**config.mk**
```make
export PLATFORM = sky130hd
export DESIGN_NAME = uart_axi_lite_flat
export DESIGN_NICKNAME = d
export VERILOG_FILES = /design/src/rtl/uart_axi_lite_if.sv /design/src/rtl/uart_axi_lite.sv /design/src/flat_wrapper.sv
export SDC_FILE = /design/constraint.sdc
export NUM_CORES = 1
export LEC_CHECK = 0
export CORE_MARGIN = 4
export CORE_UTILIZATION = 35
export CTS_CLUSTER_DIAMETER = 30
export DETAILED_ROUTE_END_ITERATION = 16
export SYNTH_ARGS = -nofsm -noshare
export SYNTH_HDL_FRONTEND = slang
export SYNTH_SLANG_ARGS = --single-unit
export TNS_END_PERCENT = 1
```
**constraint.sdc**
```tcl
create_clock -name s_axi_aclk -period 2.4 [get_ports s_axi_aclk]
set_clock_uncertainty 0.2 [all_clocks]
set_input_delay 0.36 -clock s_axi_aclk [delete_from_list [all_inputs] [get_ports s_axi_aclk]]
set_output_delay 0.36 -clock s_axi_aclk [all_outputs]
set_load 0.005 [all_outputs]
```
**src/rtl/uart_axi_lite_if.sv**
```systemverilog
`default_nettype none
// ============================================================================
//  Module   : uart_axi_lite_if
//  Purpose  : AXI4-Lite bus bundle between a processor-side master and the
//             uart_axi_lite peripheral.
//  Ports    : none (signal bundle only)
//             master modport - drives AW/W/AR address, data and valid
//                              signals plus bready/rready.
//             slave modport  - drives the ready signals and the B/R
//                              response channels.
//  Revision : 1.0  initial release
// ============================================================================
interface uart_axi_lite_if;
    logic [3:0]  s_axi_awaddr;
    logic [2:0]  s_axi_awprot;
    logic        s_axi_awvalid;
    logic        s_axi_awready;
    logic [31:0] s_axi_wdata;
    logic [3:0]  s_axi_wstrb;
    logic        s_axi_wvalid;
    logic        s_axi_wready;
    logic [1:0]  s_axi_bresp;
    logic        s_axi_bvalid;
    logic        s_axi_bready;
    logic [3:0]  s_axi_araddr;
    logic [2:0]  s_axi_arprot;
    logic        s_axi_arvalid;
    logic        s_axi_arready;
    logic [31:0] s_axi_rdata;
    logic [1:0]  s_axi_rresp;
    logic        s_axi_rvalid;
    logic        s_axi_rready;

    modport master (
        output s_axi_awaddr, s_axi_awprot, s_axi_awvalid,
        input  s_axi_awready,
        output s_axi_wdata, s_axi_wstrb, s_axi_wvalid,
        input  s_axi_wready,
        input  s_axi_bresp, s_axi_bvalid,
        output s_axi_bready,
        output s_axi_araddr, s_axi_arprot, s_axi_arvalid,
        input  s_axi_arready,
        input  s_axi_rdata, s_axi_rresp, s_axi_rvalid,
        output s_axi_rready
    );

    modport slave (
        input  s_axi_awaddr, s_axi_awprot, s_axi_awvalid,
        output s_axi_awready,
        input  s_axi_wdata, s_axi_wstrb, s_axi_wvalid,
        output s_axi_wready,
        output s_axi_bresp, s_axi_bvalid,
        input  s_axi_bready,
        input  s_axi_araddr, s_axi_arprot, s_axi_arvalid,
        output s_axi_arready,
        output s_axi_rdata, s_axi_rresp, s_axi_rvalid,
        input  s_axi_rready
    );
endinterface
`default_nettype wire

```
**src/rtl/uart_axi_lite.sv**
```systemverilog
`default_nettype none
// ============================================================================
//  Module   : uart_axi_lite
//  Purpose  : AXI4-Lite slave wrapping a full-duplex 8-bit UART with a
//             single byte buffer in each direction. Frame: start(0),
//             8 data bits LSB first, parity, stop(1).
//  Ports    : s_axi_aclk   - clock, rising edge
//             s_axi_areset - asynchronous active-high reset
//             axi          - AXI4-Lite slave bundle (uart_axi_lite_if.slave)
//             rx_in        - serial receive line (asynchronous, idle high)
//             tx_out       - serial transmit line (idle high)
//  Registers: 0x0 TX_DATA (W), 0x4 RX_DATA (R), 0x8 STATUS (R),
//             0xC CONTROL (W, reads 0)
//  Revision : 1.0  initial release
// ============================================================================
module uart_axi_lite #(
    parameter int CLK_FREQUENCY = 100_000_000,
    parameter bit PARITY        = 1'b1,
    parameter int BAUD_RATE     = 115_200
) (
    input  logic            s_axi_aclk,
    input  logic            s_axi_areset,
    uart_axi_lite_if.slave  axi,
    input  logic            rx_in,
    output logic            tx_out
);

    localparam int c_bit_cyc = CLK_FREQUENCY / BAUD_RATE;
    localparam int c_cnt_w   = $clog2(c_bit_cyc + 1);
    localparam logic [c_cnt_w-1:0] c_bit_last  = c_cnt_w'(c_bit_cyc - 1);
    localparam logic [c_cnt_w-1:0] c_half_last = c_cnt_w'(c_bit_cyc / 2 - 1);

    localparam logic [1:0] c_reg_tx     = 2'd0;
    localparam logic [1:0] c_reg_rx     = 2'd1;
    localparam logic [1:0] c_reg_status = 2'd2;
    localparam logic [1:0] c_reg_ctrl   = 2'd3;

    typedef enum logic [2:0] {
        S_IDLE   = 3'd0,
        S_START  = 3'd1,
        S_DATA   = 3'd2,
        S_PARITY = 3'd3,
        S_STOP   = 3'd4
    } rx_state_t;

    // ------------------------------------------------------------------
    // Declarations
    // ------------------------------------------------------------------
    logic                r_awready;
    logic                r_bvalid;
    logic                r_arready;
    logic                r_rvalid;
    logic [31:0]         r_rdata;
    logic [31:0]         w_rd_data;
    logic [31:0]         w_status;

    logic                r_tx_busy;
    logic [10:0]         r_tx_shift;
    logic [c_cnt_w-1:0]  r_tx_cnt;
    logic [3:0]          r_tx_bit;

    logic                r_rx_meta;
    logic                r_rx_sync;
    logic                r_rx_prev;
    rx_state_t           r_rx_state;
    logic [c_cnt_w-1:0]  r_rx_cnt;
    logic [2:0]          r_rx_bit;
    logic [7:0]          r_rx_shift;
    logic                r_rx_par;
    logic [7:0]          r_rx_byte;
    logic                r_rx_valid;
    logic                r_parity_err;
    logic                r_frame_err;
    logic                r_overrun;

    logic                w_wr_fire;
    logic                w_wr_en;
    logic                w_tx_start;
    logic                w_ctrl_clear;
    logic                w_rd_fire;
    logic                w_rx_read;
    logic                w_unused_bits;

    // ------------------------------------------------------------------
    // AXI write channel: AW and W are only accepted together
    // ------------------------------------------------------------------
    assign axi.s_axi_awready = r_awready;
    assign axi.s_axi_wready  = r_awready;
    assign axi.s_axi_bvalid  = r_bvalid;
    assign axi.s_axi_bresp   = 2'b00;

    assign w_wr_fire    = r_awready & axi.s_axi_awvalid & axi.s_axi_wvalid;
    assign w_wr_en      = w_wr_fire & axi.s_axi_wstrb[0];
    assign w_tx_start   = w_wr_en && (axi.s_axi_awaddr[3:2] == c_reg_tx) && !r_tx_busy;
    assign w_ctrl_clear = w_wr_en && (axi.s_axi_awaddr[3:2] == c_reg_ctrl) && axi.s_axi_wdata[0];

    always_ff @(posedge s_axi_aclk or posedge s_axi_areset) begin
        if (s_axi_areset) begin
            r_awready <= 1'b0;
            r_bvalid  <= 1'b0;
        end else begin
            // ready is a single-cycle pulse; the !r_awready term stops a
            // second acceptance while the handshake edge is still pending
            r_awready <= axi.s_axi_awvalid && axi.s_axi_wvalid && !r_bvalid && !r_awready;
            if (w_wr_fire)
                r_bvalid <= 1'b1;
            else if (r_bvalid && axi.s_axi_bready)
                r_bvalid <= 1'b0;
        end
    end

    // ------------------------------------------------------------------
    // AXI read channel: data captured at address acceptance
    // ------------------------------------------------------------------
    assign axi.s_axi_arready = r_arready;
    assign axi.s_axi_rvalid  = r_rvalid;
    assign axi.s_axi_rdata   = r_rdata;
    assign axi.s_axi_rresp   = 2'b00;

    assign w_rd_fire = r_arready & axi.s_axi_arvalid;
    assign w_rx_read = w_rd_fire && (axi.s_axi_araddr[3:2] == c_reg_rx);
    assign w_status  = {27'd0, r_overrun, r_frame_err, r_parity_err, r_rx_valid, r_tx_busy};

    always_comb begin
        w_rd_data = 32'd0;
        case (axi.s_axi_araddr[3:2])
            c_reg_rx:     w_rd_data = {24'd0, r_rx_byte};
            c_reg_status: w_rd_data = w_status;
            default:      w_rd_data = 32'd0;
        endcase
    end

    always_ff @(posedge s_axi_aclk or posedge s_axi_areset) begin
        if (s_axi_areset) begin
            r_arready <= 1'b0;
            r_rvalid  <= 1'b0;
            r_rdata   <= 32'd0;
        end else begin
            r_arready <= axi.s_axi_arvalid && !r_rvalid && !r_arready;
            if (w_rd_fire) begin
                r_rvalid <= 1'b1;
                r_rdata  <= w_rd_data;
            end else if (r_rvalid && axi.s_axi_rready) begin
                r_rvalid <= 1'b0;
            end
        end
    end

    // ------------------------------------------------------------------
    // Transmitter: shift register holds the remaining frame, LSB first;
    // tx_out always presents the bit currently on the line
    // ------------------------------------------------------------------
    always_ff @(posedge s_axi_aclk or posedge s_axi_areset) begin
        if (s_axi_areset) begin
            r_tx_busy  <= 1'b0;
            r_tx_shift <= '1;
            r_tx_cnt   <= '0;
            r_tx_bit   <= 4'd0;
            tx_out     <= 1'b1;
        end else if (!r_tx_busy) begin
            if (w_tx_start) begin
                r_tx_busy  <= 1'b1;
                r_tx_shift <= {1'b1, (^axi.s_axi_wdata[7:0]) ^ PARITY,
                               axi.s_axi_wdata[7:0], 1'b0};
                r_tx_cnt   <= '0;
                r_tx_bit   <= 4'd0;
                tx_out     <= 1'b0;
            end
        end else if (r_tx_cnt == c_bit_last) begin
            r_tx_cnt <= '0;
            if (r_tx_bit == 4'd10) begin
                r_tx_busy <= 1'b0;
                tx_out    <= 1'b1;
            end else begin
                r_tx_bit   <= r_tx_bit + 4'd1;
                r_tx_shift <= {1'b1, r_tx_shift[10:1]};
                tx_out     <= r_tx_shift[1];
            end
        end else begin
            r_tx_cnt <= r_tx_cnt + 1'b1;
        end
    end

    // ------------------------------------------------------------------
    // Receiver: two-flop synchronizer plus one history flop so that IDLE
    // reacts to a genuine falling edge rather than a line held low
    // ------------------------------------------------------------------
    always_ff @(posedge s_axi_aclk or posedge s_axi_areset) begin
        if (s_axi_areset) begin
            r_rx_meta <= 1'b1;
            r_rx_sync <= 1'b1;
            r_rx_prev <= 1'b1;
        end else begin
            r_rx_meta <= rx_in;
            r_rx_sync <= r_rx_meta;
            r_rx_prev <= r_rx_sync;
        end
    end

    // Status flags live here too so that bus clears and frame completion
    // resolve in one place; completion is evaluated last and therefore
    // wins over a same-cycle RX_DATA read.
    always_ff @(posedge s_axi_aclk or posedge s_axi_areset) begin
        if (s_axi_areset) begin
            r_rx_state   <= S_IDLE;
            r_rx_cnt     <= '0;
            r_rx_bit     <= 3'd0;
            r_rx_shift   <= 8'd0;
            r_rx_par     <= 1'b0;
            r_rx_byte    <= 8'd0;
            r_rx_valid   <= 1'b0;
            r_parity_err <= 1'b0;
            r_frame_err  <= 1'b0;
            r_overrun    <= 1'b0;
        end else begin
            if (w_rx_read)
                r_rx_valid <= 1'b0;
            if (w_ctrl_clear) begin
                r_parity_err <= 1'b0;
                r_frame_err  <= 1'b0;
                r_overrun    <= 1'b0;
            end

            case (r_rx_state)
                S_IDLE: begin
                    if (r_rx_prev && !r_rx_sync) begin
                        r_rx_state <= S_START;
                        r_rx_cnt   <= '0;
                    end
                end
                S_START: begin
                    if (r_rx_cnt == c_half_last) begin
                        r_rx_cnt   <= '0;
                        r_rx_bit   <= 3'd0;
                        r_rx_state <= r_rx_sync ? S_IDLE : S_DATA;
                    end else begin
                        r_rx_cnt <= r_rx_cnt + 1'b1;
                    end
                end
                S_DATA: begin
                    if (r_rx_cnt == c_bit_last) begin
                        r_rx_cnt   <= '0;
                        r_rx_shift <= {r_rx_sync, r_rx_shift[7:1]};
                        if (r_rx_bit == 3'd7)
                            r_rx_state <= S_PARITY;
                        else
                            r_rx_bit <= r_rx_bit + 3'd1;
                    end else begin
                        r_rx_cnt <= r_rx_cnt + 1'b1;
                    end
                end
                S_PARITY: begin
                    if (r_rx_cnt == c_bit_last) begin
                        r_rx_cnt   <= '0;
                        r_rx_par   <= r_rx_sync;
                        r_rx_state <= S_STOP;
                    end else begin
                        r_rx_cnt <= r_rx_cnt + 1'b1;
                    end
                end
                S_STOP: begin
                    if (r_rx_cnt == c_bit_last) begin
                        r_rx_cnt   <= '0;
                        r_rx_byte  <= r_rx_shift;
                        r_rx_valid <= 1'b1;
                        if (r_rx_valid)
                            r_overrun <= 1'b1;
                        if (r_rx_par != ((^r_rx_shift) ^ PARITY))
                            r_parity_err <= 1'b1;
                        if (!r_rx_sync)
                            r_frame_err <= 1'b1;
                        r_rx_state <= S_IDLE;
                    end else begin
                        r_rx_cnt <= r_rx_cnt + 1'b1;
                    end
                end
                default: r_rx_state <= S_IDLE;
            endcase
        end
    end

    // Bus fields with no function in this peripheral
    assign w_unused_bits = &{1'b0, axi.s_axi_awprot, axi.s_axi_arprot,
                             axi.s_axi_awaddr[1:0], axi.s_axi_araddr[1:0],
                             axi.s_axi_wdata[31:8], axi.s_axi_wstrb[3:1]};

endmodule
`default_nettype wire

```
**src/flat_wrapper.sv**
```systemverilog
// flat-port wrapper written by rule: the top's interface ports become plain ports
module uart_axi_lite_flat 
#(
    parameter int CLK_FREQUENCY = 100_000_000,
    parameter bit PARITY        = 1'b1,
    parameter int BAUD_RATE     = 115_200
)
  (s_axi_aclk, s_axi_areset, rx_in, tx_out, axi_s_axi_awaddr, axi_s_axi_awprot, axi_s_axi_awvalid, axi_s_axi_awready, axi_s_axi_wdata, axi_s_axi_wstrb, axi_s_axi_wvalid, axi_s_axi_wready, axi_s_axi_bresp, axi_s_axi_bvalid, axi_s_axi_bready, axi_s_axi_araddr, axi_s_axi_arprot, axi_s_axi_arvalid, axi_s_axi_arready, axi_s_axi_rdata, axi_s_axi_rresp, axi_s_axi_rvalid, axi_s_axi_rready);
  uart_axi_lite_if axi_i ();
  input  logic s_axi_aclk;
  input  logic s_axi_areset;
  input  logic rx_in;
  output logic tx_out;
  input wire logic [$bits(axi_i.s_axi_awaddr)-1:0] axi_s_axi_awaddr;
  input wire logic [$bits(axi_i.s_axi_awprot)-1:0] axi_s_axi_awprot;
  input wire logic [$bits(axi_i.s_axi_awvalid)-1:0] axi_s_axi_awvalid;
  output wire logic [$bits(axi_i.s_axi_awready)-1:0] axi_s_axi_awready;
  input wire logic [$bits(axi_i.s_axi_wdata)-1:0] axi_s_axi_wdata;
  input wire logic [$bits(axi_i.s_axi_wstrb)-1:0] axi_s_axi_wstrb;
  input wire logic [$bits(axi_i.s_axi_wvalid)-1:0] axi_s_axi_wvalid;
  output wire logic [$bits(axi_i.s_axi_wready)-1:0] axi_s_axi_wready;
  output wire logic [$bits(axi_i.s_axi_bresp)-1:0] axi_s_axi_bresp;
  output wire logic [$bits(axi_i.s_axi_bvalid)-1:0] axi_s_axi_bvalid;
  input wire logic [$bits(axi_i.s_axi_bready)-1:0] axi_s_axi_bready;
  input wire logic [$bits(axi_i.s_axi_araddr)-1:0] axi_s_axi_araddr;
  input wire logic [$bits(axi_i.s_axi_arprot)-1:0] axi_s_axi_arprot;
  input wire logic [$bits(axi_i.s_axi_arvalid)-1:0] axi_s_axi_arvalid;
  output wire logic [$bits(axi_i.s_axi_arready)-1:0] axi_s_axi_arready;
  output wire logic [$bits(axi_i.s_axi_rdata)-1:0] axi_s_axi_rdata;
  output wire logic [$bits(axi_i.s_axi_rresp)-1:0] axi_s_axi_rresp;
  output wire logic [$bits(axi_i.s_axi_rvalid)-1:0] axi_s_axi_rvalid;
  input wire logic [$bits(axi_i.s_axi_rready)-1:0] axi_s_axi_rready;
  assign axi_i.s_axi_awaddr = axi_s_axi_awaddr;
  assign axi_i.s_axi_awprot = axi_s_axi_awprot;
  assign axi_i.s_axi_awvalid = axi_s_axi_awvalid;
  assign axi_s_axi_awready = axi_i.s_axi_awready;
  assign axi_i.s_axi_wdata = axi_s_axi_wdata;
  assign axi_i.s_axi_wstrb = axi_s_axi_wstrb;
  assign axi_i.s_axi_wvalid = axi_s_axi_wvalid;
  assign axi_s_axi_wready = axi_i.s_axi_wready;
  assign axi_s_axi_bresp = axi_i.s_axi_bresp;
  assign axi_s_axi_bvalid = axi_i.s_axi_bvalid;
  assign axi_i.s_axi_bready = axi_s_axi_bready;
  assign axi_i.s_axi_araddr = axi_s_axi_araddr;
  assign axi_i.s_axi_arprot = axi_s_axi_arprot;
  assign axi_i.s_axi_arvalid = axi_s_axi_arvalid;
  assign axi_s_axi_arready = axi_i.s_axi_arready;
  assign axi_s_axi_rdata = axi_i.s_axi_rdata;
  assign axi_s_axi_rresp = axi_i.s_axi_rresp;
  assign axi_s_axi_rvalid = axi_i.s_axi_rvalid;
  assign axi_i.s_axi_rready = axi_s_axi_rready;
  uart_axi_lite #(.CLK_FREQUENCY(CLK_FREQUENCY), .PARITY(PARITY), .BAUD_RATE(BAUD_RATE)) u_core (.s_axi_aclk(s_axi_aclk), .s_axi_areset(s_axi_areset), .axi(axi_i), .rx_in(rx_in), .tx_out(tx_out));
endmodule
```
==> results.md <==
STA:
- The final-report hold violation count was 0.
- The highest attainable clock frequency is 0.450 GHz.
- The shortest clock period the worst path allows after layout is 2.22 ns.
- After routing, the total negative slack on setup checks comes to 0 ns.
- Setup repair after global routing left no endpoint under its margin.
- The count of pins over their slew limit is 0.
- The final setup violation count is 0.
- The worst path uses 92.7% of the clock period.
- The slew at the pin closest to its max-slew limit is 0.652 ns.
- In this run the tightest slew margin relative to its limit is 56.4%.

Route:
- The antenna violation net count after detailed routing is 0.
- The total routed wirelength is 8020 µm.
- Before antenna repair, the detailed router went through 5 iterations.
- In the routed layout, each cell is associated on average with a via count of 5.10.
- The post-detailed-route DRC marker count is 0.
- In this run, the number of DRC markers left after iteration 0 of detailed routing was 200.
- The final routed wire length divided by cell count is 13.9 µm.
- The vias after detailed routing is 2947.

Pwr:
- The switching power share of the total is 30.3%.
- The peak supply drop is 0.358 mV.
- Per report_power, the sequential group accounts for 46.0% of the total.
- The switching power total is 1.11 mW.
- Internal power comes to 2.56 mW.
- The clock share of power is 33.4%.
- Summed over all cells, the static leakage comes to 2.14 nW.
- The overall power of the completed layout is 3.67 mW.
- For this design the ratio of total power to cell area is 747 nW/µm².
- Combinational logic burns 20.6% of the power.

Floorplanning:
- The starting density of the core is 36.2%.
- The standard-cell row count is 39.
- The area inside the core boundary is 11600 µm².
- The floorplan die area is 13800 µm².
- The I/O pin total is 100.
- The die width is 118 µm.
- Measured along the y axis, the die boundary spans 118 µm.

CTS:
- In this run the deepest clock path goes through 2 buffers.
- The number of gates resized after CTS was 0.
- The clock latency on the worst-skew pair is 0.33 ns.
- Buffers inserted during clock tree synthesis total 9.
- Buffers inserted to repair hold after CTS numbered 0.
- The CTS tree is built.
- Counting every sink on the clock net gives 77.
- The level count of the clock H-tree is 3.
- The post-CTS setup repair buffer count is 0.
- The clock-pin slew on the worst setup and hold paths is 0.06 ns.
- The library cell used as clock root buffer is clkbuf_16.

Synthesis:
- Counting flops with an async set or reset pin after synthesis yields a share of 100%.
- The area share of the largest cell type after synthesis is 38.1%.
- For this run, the register share of the synthesized area comes to 46.2%.
- The largest area contributor in the netlist is dfrtp_1.
- The synthesized design contains 77 register bits.
- Dividing the synthesized area by the synthesized cell count gives 10.9 µm².
- The cell area that synthesis handed to floorplanning was 4210 µm².
- The number of synthesized flops with an enable pin is 0.
- Synthesis handed over a netlist of 387 instances.
- In this run, distinct cell masters in the synthesized netlist total 67.
- In the post-synthesis netlist, the biggest area contributors are dfrtp_1, dfstp_2, buf_4.
- The predominant post-synthesis flop cell is dfrtp_1.
- For this run, the number of Yosys warnings is 0.

GRT:
- The number of antenna violations at the first check in global routing was 0.
- The layer flagged by global routing as most heavily used is met2.
- After global routing the overflow that remains totals 0.
- The aggregate global-route resource usage is 12.2%.
- The met2 capacity usage during global routing is 20.0%.
- The global routing usage on met1 is 15.4%.
- The maximum number of pins on one net before global-route repair is 65.
- The met3 track demand over resource is 4.28%.
- The first global-routing pass estimated 14300 µm of wire.
- The number of global-route vias before repair came to 2989.

Layout:
- The finished layout holds 578 standard cells, fillers aside.
- The repair_antennas step left the layout with diodes totalling 0.
- The fraction of layout instances using a drive strength above 1 is 20.0%.
- Summing all non-filler instances in the final layout gives an area of 4910 µm².
- Fill cells in the final layout number 1122.
- The fraction of the core area covered by cells at the end of the flow is 42.3%.
- The net count of the finished layout is 497.
- From synthesis to final layout, the design area changed by 16.7%.

Place:
- The number of cells in the design after placement is 562.
- The post-placement cell area is 4640 µm².
- The total of buffers placed on input and output ports is 34.
- Routability-driven placement finished with a final weighted congestion of 0.826.
- The HPWL after detailed placement is 5610 µm.

Worst setup path:
- The library cell contributing the largest single delay on the critical path is dfrtp_1.
- In this run the critical register-to-register path is captured at u_core.r_rx_byte[5].
- The delay contributed by the slowest stage of the critical path is 0.41 ns.
- The endpoint arrival time on the critical path is 2.24 ns.
- The worst setup path is launched from a flop.
- Across all register-to-register paths, the minimum setup slack is 0.18 ns.
- The critical-path maximum fanout is 12.
- Measured in cells, the most critical reg-to-reg path has a length of 5.
- The type of element capturing the critical path is a flop.
- The signal on the critical path passes through ha_1 > and4bb_2 > and3_1 > nand3_4 > mux2_4.
- The worst reg2reg path startpoint is u_core.r_rx_cnt[0].
- The data required time of the worst path is 2.42 ns.
- The type of the worst setup path is flop to flop.

Job:
- The max-capacitance violation count is 0.

Outcome:
- The run finished with clean final reports.

Min path:
- The kind of path behind the tightest hold check is input port to async pin.
-- worst max-delay path: cells and delay by family, from the launching register on --
kind	cells	cell delay, ns
and+or+nand+nor	3	0.89
DFF	1	0.41
muxes	1	0.36
adders and majority gates	1	0.25
-- sequential cells by signal (all words and copies together) (netlist names) --
name,count
u_core.r_rx_cnt,10
u_core.axi.s_axi_rdata,8
u_core.r_rx_par,1
u_core.tx_out,1
u_core.r_tx_busy,1
u_core.r_overrun,1
u_core.r_tx_bit,4
u_core.r_rx_valid,1
u_core.r_rx_shift,8
u_core.axi.s_axi_arready,1
u_core.r_tx_cnt,10
u_core.r_rx_sync,1
u_core.r_frame_err,1
u_core.axi.s_axi_awready,1
u_core.r_rx_state,3
u_core.r_rx_prev,1
u_core.r_parity_err,1
u_core.r_rx_byte,8
u_core.axi.s_axi_rvalid,1
u_core.axi.s_axi_bvalid,1
u_core.r_rx_bit,3
u_core.r_tx_shift,9
u_core.r_rx_meta,1
-- logic make-up (layout without fill, tap and decap cells) --
group	count (synthesis)	after routing	share of synthesized area (%)
flops	77	77	46.2
mux	29	29	8.15
buf+inv	58	79	8.54
simple gates	113	113	16.6
fa+ha+maj	9	9	2.68
xor+xnor	15	15	3.45
other cells	1	28	0.0891
compound gates	85	85	14.3
-- area by class of cell --
cell class	count	area [µm²]	area share, %
multi-input cells	279	2010	40.8
flip-flops and latches	77	1940	39.6
repair buffers	47	450	9.17
clock buffers	10	229	4.66
well taps	143	179	3.64
inverters	16	63.8	1.30
clock inverters	6	40.0	0.815
-- Yosys cell counts (4+ instances only) --
master	count
nand2b_1	10
inv_1	16
ha_1	9
mux2_4	7
and4_1	4
clkbuf_1	4
mux2i_1	8
and3_1	9
o21ai_0	31
dfstp_2	13
a21oi_1	11
nor3_1	4
buf_4	31
o221a_2	8
a22oi_1	6
nand4_1	4
o211ai_1	4
dfrtp_1	64
nand2_1	26
nand3_1	12
xnor2_1	12
nor2_1	9
and2_1	4
mux2_2	14
-- metal layers --
layer | wire length [µm] | vias to the layer above
met1 | 3680 | 1436
met4 | 85 | 0
met3 | 418 | 7
met5 | 0 | -
met2 | 3830 | 69
li1 | - | 1435
-- power by group through the flow --
stage               clock network, mW  registers (mW)  logic, mW
floorplan                           0            1.65      0.554
global route                     1.32            1.73      0.852
CTS                              1.28            1.69      0.764
detailed placement                  0            1.71      0.757
finish                           1.23            1.69      0.756
global placement                    0            1.70      0.748
-- placed cells by master (no fill, tap or decap), types with 8 or more instances in the layout --
cell	count
dfstp_2	13
and3_1	9
clkbuf_16	9
dfrtp_1	64
a21oi_1	11
nand2_1	26
buf_4	12
nor2_1	9
mux2i_1	8
conb_1	28
nand2b_1	10
o221a_2	8
clkdlybuf4s50_1	34
xnor2_1	12
mux2_2	14
o21ai_0	31
nand3_1	12
inv_1	15
ha_1	9
-- worst max-delay path by stage --
stage          slack [ns]                from                  end
2_1_floorplan        0.34  u_core.r_rx_cnt[0]  u_core.r_rx_byte[0]
3_3_place_gp         0.20  u_core.r_rx_cnt[0]  u_core.r_rx_byte[5]
3_5_place_dp         0.20  u_core.r_rx_cnt[0]  u_core.r_rx_byte[0]
4_1_cts              0.18  u_core.r_rx_cnt[0]  u_core.r_rx_byte[5]
5_1_grt              0.05  u_core.r_rx_cnt[0]  u_core.r_rx_byte[5]
6_report             0.18  u_core.r_rx_cnt[0]  u_core.r_rx_byte[5]
-- stage by stage --
stage,setup WS (ns),hold WS [ns]
final,0.176,0.155
after global routing,0.0515,0.156
after CTS,0.182,0.155
after detailed placement,0.198,0.147
after global placement,0.197,0.148
after floorplan,0.340,0.145
Note: power is estimated with default switching activity, not from simulation.
